**src/rtl/hazard_forward_unit.sv**
```systemverilog
// Hazard detection and operand forwarding for the 5-stage pipeline.
// Provides MX/WX/WM bypass selection, load-use stalls, a per-register
// scoreboard for the out-of-band multdiv writeback and a saturating
// stall-cycle counter.
module hazard_forward_unit #(
  parameter int NUM_REGS = 32,
  parameter int REG_W    = 5,
  parameter int ZERO_REG = 1,
  parameter int CNT_W    = 32
) (
  input  logic                clock,
  input  logic                reset,
  input  logic [REG_W-1:0]    fd_rs1,
  input  logic [REG_W-1:0]    fd_rs2,
  input  logic                fd_rs1_re,
  input  logic                fd_rs2_re,
  input  logic [REG_W-1:0]    fd_rd,
  input  logic                fd_we,
  input  logic [REG_W-1:0]    dx_rs1,
  input  logic [REG_W-1:0]    dx_rs2,
  input  logic                dx_rs1_re,
  input  logic                dx_rs2_re,
  input  logic [REG_W-1:0]    dx_rd,
  input  logic                dx_we,
  input  logic                dx_is_load,
  input  logic                dx_is_md,
  input  logic                flush,
  input  logic [REG_W-1:0]    xm_rd,
  input  logic                xm_we,
  input  logic                xm_is_store,
  input  logic [REG_W-1:0]    xm_st_src,
  input  logic [REG_W-1:0]    mw_rd,
  input  logic                mw_we,
  input  logic                md_done,
  input  logic [REG_W-1:0]    md_rd,
  output logic [1:0]          fwd_a_sel,
  output logic [1:0]          fwd_b_sel,
  output logic                wm_bypass,
  output logic                stall_fd,
  output logic                md_busy,
  output logic [NUM_REGS-1:0] sb_pending,
  output logic [CNT_W-1:0]    stall_cnt
);

  localparam logic [1:0] SEL_RF = 2'b00;
  localparam logic [1:0] SEL_XM = 2'b01;
  localparam logic [1:0] SEL_MW = 2'b10;

  logic [NUM_REGS-1:0] sb_pending_q, sb_pending_d;
  logic                md_busy_q, md_busy_d;
  logic [CNT_W-1:0]    stall_cnt_q, stall_cnt_d;

  // Address match that honours the enable and the hardwired zero register.
  function automatic logic vmatch(input logic [REG_W-1:0] a,
                                  input logic [REG_W-1:0] b,
                                  input logic             en);
    return en && (a == b) && !((ZERO_REG != 0) && (a == '0));
  endfunction

  // Operand bypass selection; the younger XM result wins over MW.
  always_comb begin
    fwd_a_sel = SEL_RF;
    fwd_b_sel = SEL_RF;
    if (vmatch(dx_rs1, xm_rd, dx_rs1_re && xm_we))      fwd_a_sel = SEL_XM;
    else if (vmatch(dx_rs1, mw_rd, dx_rs1_re && mw_we)) fwd_a_sel = SEL_MW;
    if (vmatch(dx_rs2, xm_rd, dx_rs2_re && xm_we))      fwd_b_sel = SEL_XM;
    else if (vmatch(dx_rs2, mw_rd, dx_rs2_re && mw_we)) fwd_b_sel = SEL_MW;
  end

  assign wm_bypass = xm_is_store && vmatch(xm_st_src, mw_rd, mw_we);

  // A completion only counts while an operation is outstanding.
  logic done_valid;
  logic md_issue;
  assign done_valid = md_done && md_busy_q;
  assign md_issue   = dx_is_md && dx_we && !flush && !md_busy_q;

  // Per-register decode of clears, sets and the pending view that FD sees
  // (a register completing this cycle is already considered written).
  logic [NUM_REGS-1:0] clr_vec, set_vec, pend_eff, rs1_hit, rs2_hit, rd_hit;

  genvar gi;
  generate
    for (gi = 0; gi < NUM_REGS; gi++) begin : g_reg
      localparam logic [REG_W-1:0] IDX  = REG_W'(gi);
      localparam logic             LIVE = !((ZERO_REG != 0) && (gi == 0));
      assign clr_vec[gi]  = done_valid && (md_rd == IDX);
      assign set_vec[gi]  = md_issue && (dx_rd == IDX) && LIVE;
      assign pend_eff[gi] = sb_pending_q[gi] && !clr_vec[gi] && LIVE;
      assign rs1_hit[gi]  = pend_eff[gi] && fd_rs1_re && (fd_rs1 == IDX);
      assign rs2_hit[gi]  = pend_eff[gi] && fd_rs2_re && (fd_rs2 == IDX);
      assign rd_hit[gi]   = pend_eff[gi] && fd_we && (fd_rd == IDX);
    end
  endgenerate

  logic load_use;
  assign load_use = dx_is_load && dx_we &&
                    (vmatch(fd_rs1, dx_rd, fd_rs1_re) || vmatch(fd_rs2, dx_rd, fd_rs2_re));

  // Stall is held low while reset is asserted.
  assign stall_fd = reset && (load_use || (|rs1_hit) || (|rs2_hit) || (|rd_hit) ||
                              (md_busy_q && dx_is_md));

  // Next-state: completion clears first, then a new issue sets.
  always_comb begin
    sb_pending_d = (sb_pending_q & ~clr_vec) | set_vec;
    md_busy_d    = md_busy_q;
    if (done_valid) md_busy_d = 1'b0;
    if (md_issue)   md_busy_d = 1'b1;
    stall_cnt_d  = stall_cnt_q;
    if (stall_fd && (stall_cnt_q != '1)) stall_cnt_d = stall_cnt_q + CNT_W'(1);
  end

  // State registers with asynchronous clear.
  always_ff @(posedge clock or negedge reset) begin
    if (!reset) begin
      sb_pending_q <= '0;
      md_busy_q    <= 1'b0;
      stall_cnt_q  <= '0;
    end else begin
      sb_pending_q <= sb_pending_d;
      md_busy_q    <= md_busy_d;
      stall_cnt_q  <= stall_cnt_d;
    end
  end

  assign sb_pending = sb_pending_q;
  assign md_busy    = md_busy_q;
  assign stall_cnt  = stall_cnt_q;

endmodule

```
**config.mk**
```make
export PLATFORM = sky130hd
export DESIGN_NAME = hazard_forward_unit
export DESIGN_NICKNAME = d
export VERILOG_FILES = /design/src/rtl/hazard_forward_unit.sv
export SDC_FILE = /design/constraint.sdc
export NUM_CORES = 1
export LEC_CHECK = 0
export ABC_AREA = 1
export CORE_MARGIN = 8
export CORE_UTILIZATION = 52
export CTS_BUF_LIST = sky130_fd_sc_hd__clkbuf_8 sky130_fd_sc_hd__clkbuf_16
export CTS_CLUSTER_SIZE = 14
export DETAILED_ROUTE_END_ITERATION = 7
export PLACE_DENSITY = 0.82
export SLEW_MARGIN = 5
export SYNTH_ARGS = -nofsm -noshare
export SYNTH_HDL_FRONTEND = slang
export SYNTH_SLANG_ARGS = --single-unit
```
**constraint.sdc**
```tcl
create_clock -name clock -period 3 [get_ports clock]
set_clock_uncertainty 0.15 [all_clocks]
set_input_delay 0.3 -clock clock [delete_from_list [all_inputs] [get_ports clock]]
set_output_delay 0.3 -clock clock [all_outputs]
set_load 0.05 [all_outputs]
```
Word level (Yosys, flattened, before mapping):

Index checks and enable logic that the tools add are counted.

* equality and inequality tests: 163
* bitwise operators: 3
* reduce and logical (&&, ||, !) cells: 361
* add/sub/neg operators: 1
* mux-type cells: 6

Operators with widths (count)
* == test 5 bit (second input constant): 80
* logical AND 1 bit: 308
* == test 5 x 4 -> 1 bit (second input constant): 40
* == test 5 x 3 -> 1 bit (second input constant): 20
* OR reduction 31 bit: 3
* == test 5 x 2 -> 1 bit (second input constant): 10
* zero test 1 bit: 38
* == test 5 bit: 7
* adder 32 x 1 -> 32 bit (second input constant): 1
* bitwise AND 32 bit: 1
* != test 32 bit (second input constant): 1
* NOT 32 bit: 1
* OR 32 bit: 1
* zero test 5 bit: 6
* == test 5 x 1 -> 1 bit (second input constant): 5
* two-way mux 2 bit: 4
* logical OR 1 bit: 5
* two-way mux 1 bit: 2
* nonzero test 2 bit: 1

* bits of input ports: 65
* output and inout bits: 71
* word-level logic and storage cells: 537
* bits in registers: 65

Longest topological paths before layout:

* depth in word-level cells: 13
* mapped depth: 17
* gate-level depth less buffers: 15

Least setup slack after synthesis:

No wires, ideal clock.

* path type: input to output
* start: in xm_rd[2]
* end: out fwd_b_sel[1]
* stages: 5
* required time: 2.550 ns
* setup slack: -0.425 ns
* arrival: 2.975 ns
* cell sequence: xnor2_1 > nand4_1 > a211o_1 > nor4_1 > nor4_1

* longest elaborated chain between the ends: 4

RTL lines
* start, declared: RTL line 28 `input logic [REG_W-1:0] xm_rd,`
* == test 5 bit: RTL line 57 `return en && (a == b) && !((ZERO_REG != 0) && (a == '0));`
* logical AND 1 bit (2 in a row): RTL line 57
* two-way mux 2 bit: RTL line 66 `if (vmatch(dx_rs2, xm_rd, dx_rs2_re && xm_we)) fwd_b_sel = SEL_XM;`
* end, declared: RTL line 37 `output logic [1:0] fwd_b_sel,`

Every way passes these cells.

Worst setup path after layout:

* start: in md_rd[1]
* end: out stall_fd

* longest elaborated chain between the ends: 12

RTL lines
* start, declared: RTL line 35 `input logic [REG_W-1:0] md_rd,`
* == test 5 x 1 -> 1 bit (tied with other cells): RTL line 87 `assign clr_vec[gi] = done_valid && (md_rd == IDX);`
* logical AND 1 bit: RTL line 87
* zero test 1 bit: RTL line 89 `assign pend_eff[gi] = sb_pending_q[gi] && !clr_vec[gi] && LIVE;`
* logical AND 1 bit: RTL line 89
* logical AND 1 bit (2 in a row): RTL line 90 `assign rs1_hit[gi] = pend_eff[gi] && fd_rs1_re && (fd_rs1 == IDX);`
* OR reduction 31 bit: RTL line 101 `assign stall_fd = reset && (load_use || (|rs1_hit) || (|rs2_hit) || (|rd_hit) ||`
* logical OR 1 bit (2 in a row): RTL line 101
* logical OR 1 bit (*) (2 in a row): RTL line 101
* logical AND 1 bit (*): RTL line 101
* end, declared: RTL line 39 `output logic stall_fd,`

Every way passes the cells marked *; elsewhere a longest branch is shown, timed or not.

==> impl_metrics.tcl <==
set metrics [dict create \
    status "completed" \
    hold_slack_ns 0.3089 \
    area.growth.synth_to_final_pct 36.90 \
    finalHoldViolCount 0 \
    place_inst 1258 \
    avgSynthCellArea_um2 6.079 \
    coreArea_um2 11220 \
    synthesis.instances 970 \
    synth_edf_count 0 \
    fin_ws_ns 0.01471 \
    htree_levels 3 \
    fin_util 0.7193 \
    vias_per_cell 5.947 \
    critPathArrivalTime_ns 2.54 \
    p_leak_nw 3.742 \
    dieArea_um2 15000 \
    grt_max_degree 51 \
    yosysWarnings 0 \
    post-route-period-util 0.9951 \
    final_cell_mix "nand2_1 (290), nor2_1 (159), clkdlybuf4s50_1 (127)" \
    crit_fanout 4 \
    syn_area_um2 5897 \
    peakVddDrop_v 0.0004784 \
    grt_pass1_wl_um 37290 \
    pre_cts_slack_ns -0.02736 \
    fin_tns_setup_ns 0 \
    track_usage 0.3197 \
    antenna_found_initial 0 \
    die_w_um 122.5 \
    final_max_slew_viol_count 0 \
    ys_ff_latch 65 \
    num_vias 7583 \
    drt-initial-drc-count 967 \
    maxCapViolCount 0 \
    cts_buffer_depth 2 \
    ys.flop_type "dfrtp_1" \
    nets 1196 \
    cts.sinks 65 \
    power_density_nw_per_um2 527.7 \
    numCtsBuffers 9 \
    slew-limit-headroom 0.4317 \
    hpwl_um 18620 \
    cp.required_ns 2.55 \
    globalplace.congestion 1.015 \
    remaining_drc_errors 0 \
    yosysSeqAreaShare 0.2758 \
    finalNonFillerCells 1275 \
    synth_nets 1036 \
    dr.pass1.iters 8 \
    ys_types 39 \
    hp-class "in -> async" \
    row_count 39 \
    start_util 0.5254 \
    drive_gt1_frac 0.09011 \
    fin_crit_ns 2.985 \
    endpoint_kind "primary output" \
    stdcell_area_um2 8073 \
    clkTransAtPathRegs_ns 0.05 \
    placed_area_um2 7612 \
    worst_pin_slew_ns 0.8504 \
    finalPower_mw 4.260 \
    grt_pass1_vias 6901 \
    cts_tree "done" \
    clock_latency_ns 0.33 \
    layout_commonest_cell "nand2_1" \
    ant_nets 0 \
    n_antenna_cell 0 \
    startpoint_type "input port" \
    fmax_mhz 335.0 \
    wl_per_cell_um 19.12 \
    gr-total-overflow 0 \
    clockRootBuffer "clkbuf_16" \
    finalSetupViolations 0 \
    async_flop_share 1.000 \
    path_class "in -> out" \
    wl_um 24380 \
    io_pins 136 \
    port_buffers 135 \
    die_h_um 122.5 \
]
## timing repair
item,in CTS,in global routing
setup buffers,0,2
hold buffers,1,0
gates cloned,0,1
hold endpoints to repair,20,0
pin swaps,0,5
resized for setup,3,35
endpoints found under the setup margin,1,1
## cell usage after synthesis, types with 2 or more instances
library cell	n	area [µm²]
o2bb2ai_1	3	26.28
a21boi_0	9	67.56
clkbuf_1	15	56.30
nand4_1	63	394.1
o22ai_1	7	43.79
nor2_1	169	634.4
xor2_1	28	245.2
nor4_1	11	68.82
buf_6	4	45.04
inv_2	3	11.26
buf_1	4	15.01
nor3_1	23	115.1
nand2_2	2	12.51
nand2_1	294	1104
o21ai_0	3	15.01
a21boi_1	2	15.01
o21bai_1	25	187.7
nand3_1	82	410.4
inv_1	92	345.3
a21oi_1	25	125.1
buf_2	6	30.03
dfrtp_1	65	1627
buf_4	3	22.52
xnor2_1	14	122.6
o2111ai_1	4	35.03
## power breakdown
part / leakage [nW] / switching, mW / internal (mW)
Clock: 0.131 / 0.397 / 0.626
Sequential: 0.827 / 0.222 / 1.03
Combinational: 2.78 / 1.30 / 0.682
Total: 3.74 / 1.92 / 2.34
## final timing paths
path	startpoint	to	slack, ns	cells past startpoint
min in group clock	stall_cnt[30]	stall_cnt[30]	0.36	2
hold / removal	reset	sb_pending[9]	0.31	2
max in group asynchronous	reset	stall_cnt[19]	1.49	3
setup reg to reg	md_busy	stall_cnt[12]	0.39	15
setup / recovery	md_rd[1]	stall_fd	0.01	13
hold reg to reg	stall_cnt[30]	stall_cnt[30]	0.36	2
## state kept, by name, indices dropped and copies added, names as in the netlist
name        flops
stall_cnt      32
md_busy         1
sb_pending     32
## final cells by class
type / count / area, µm²
Sequential cell: 65 / 1628
Multi-Input combinational cell: 778 / 3871
Clock buffer: 9 / 225.2
Inverter: 95 / 356.6
Clock inverter: 4 / 48.80
Timing Repair Buffer: 181 / 1764
Fill cell: 993 / 3151
Tap cell: 143 / 178.9
## kinds of logic after synthesis
logic type                 share of synthesized area
adders and majority gates                   0.002121
DFF                                           0.2758
AOI/OAI and AO/OA                            0.09548
buffers and inverters                        0.08911
and+or+nand+nor                               0.4751
xor gates and xnor gates                     0.06238
## critical path, cell delays in order
cell             delay [ns]
clkdlybuf4s50_1        0.52
nand2_1                0.16
nor2_1                 0.36
nand2_1                0.16
nand3_1                0.13
nand2_1                0.07
nor2_1                 0.10
nand2_1                0.06
o21ai_1                0.15
nand2_1                0.08
nor2_2                 0.15
a21boi_1               0.10
buf_4                  0.20
## metal layers
metal / up-vias / routed length (µm) / track usage
li1: 3507 / - / -
met2: 519 / 10480 / 0.4698
met3: 69 / 3056 / 0.07912
met5: - / 0 / 0
met1: 3488 / 10190 / 0.4402
met4: 0 / 654 / 0.1302
Power figures use the tool's default switching activity.
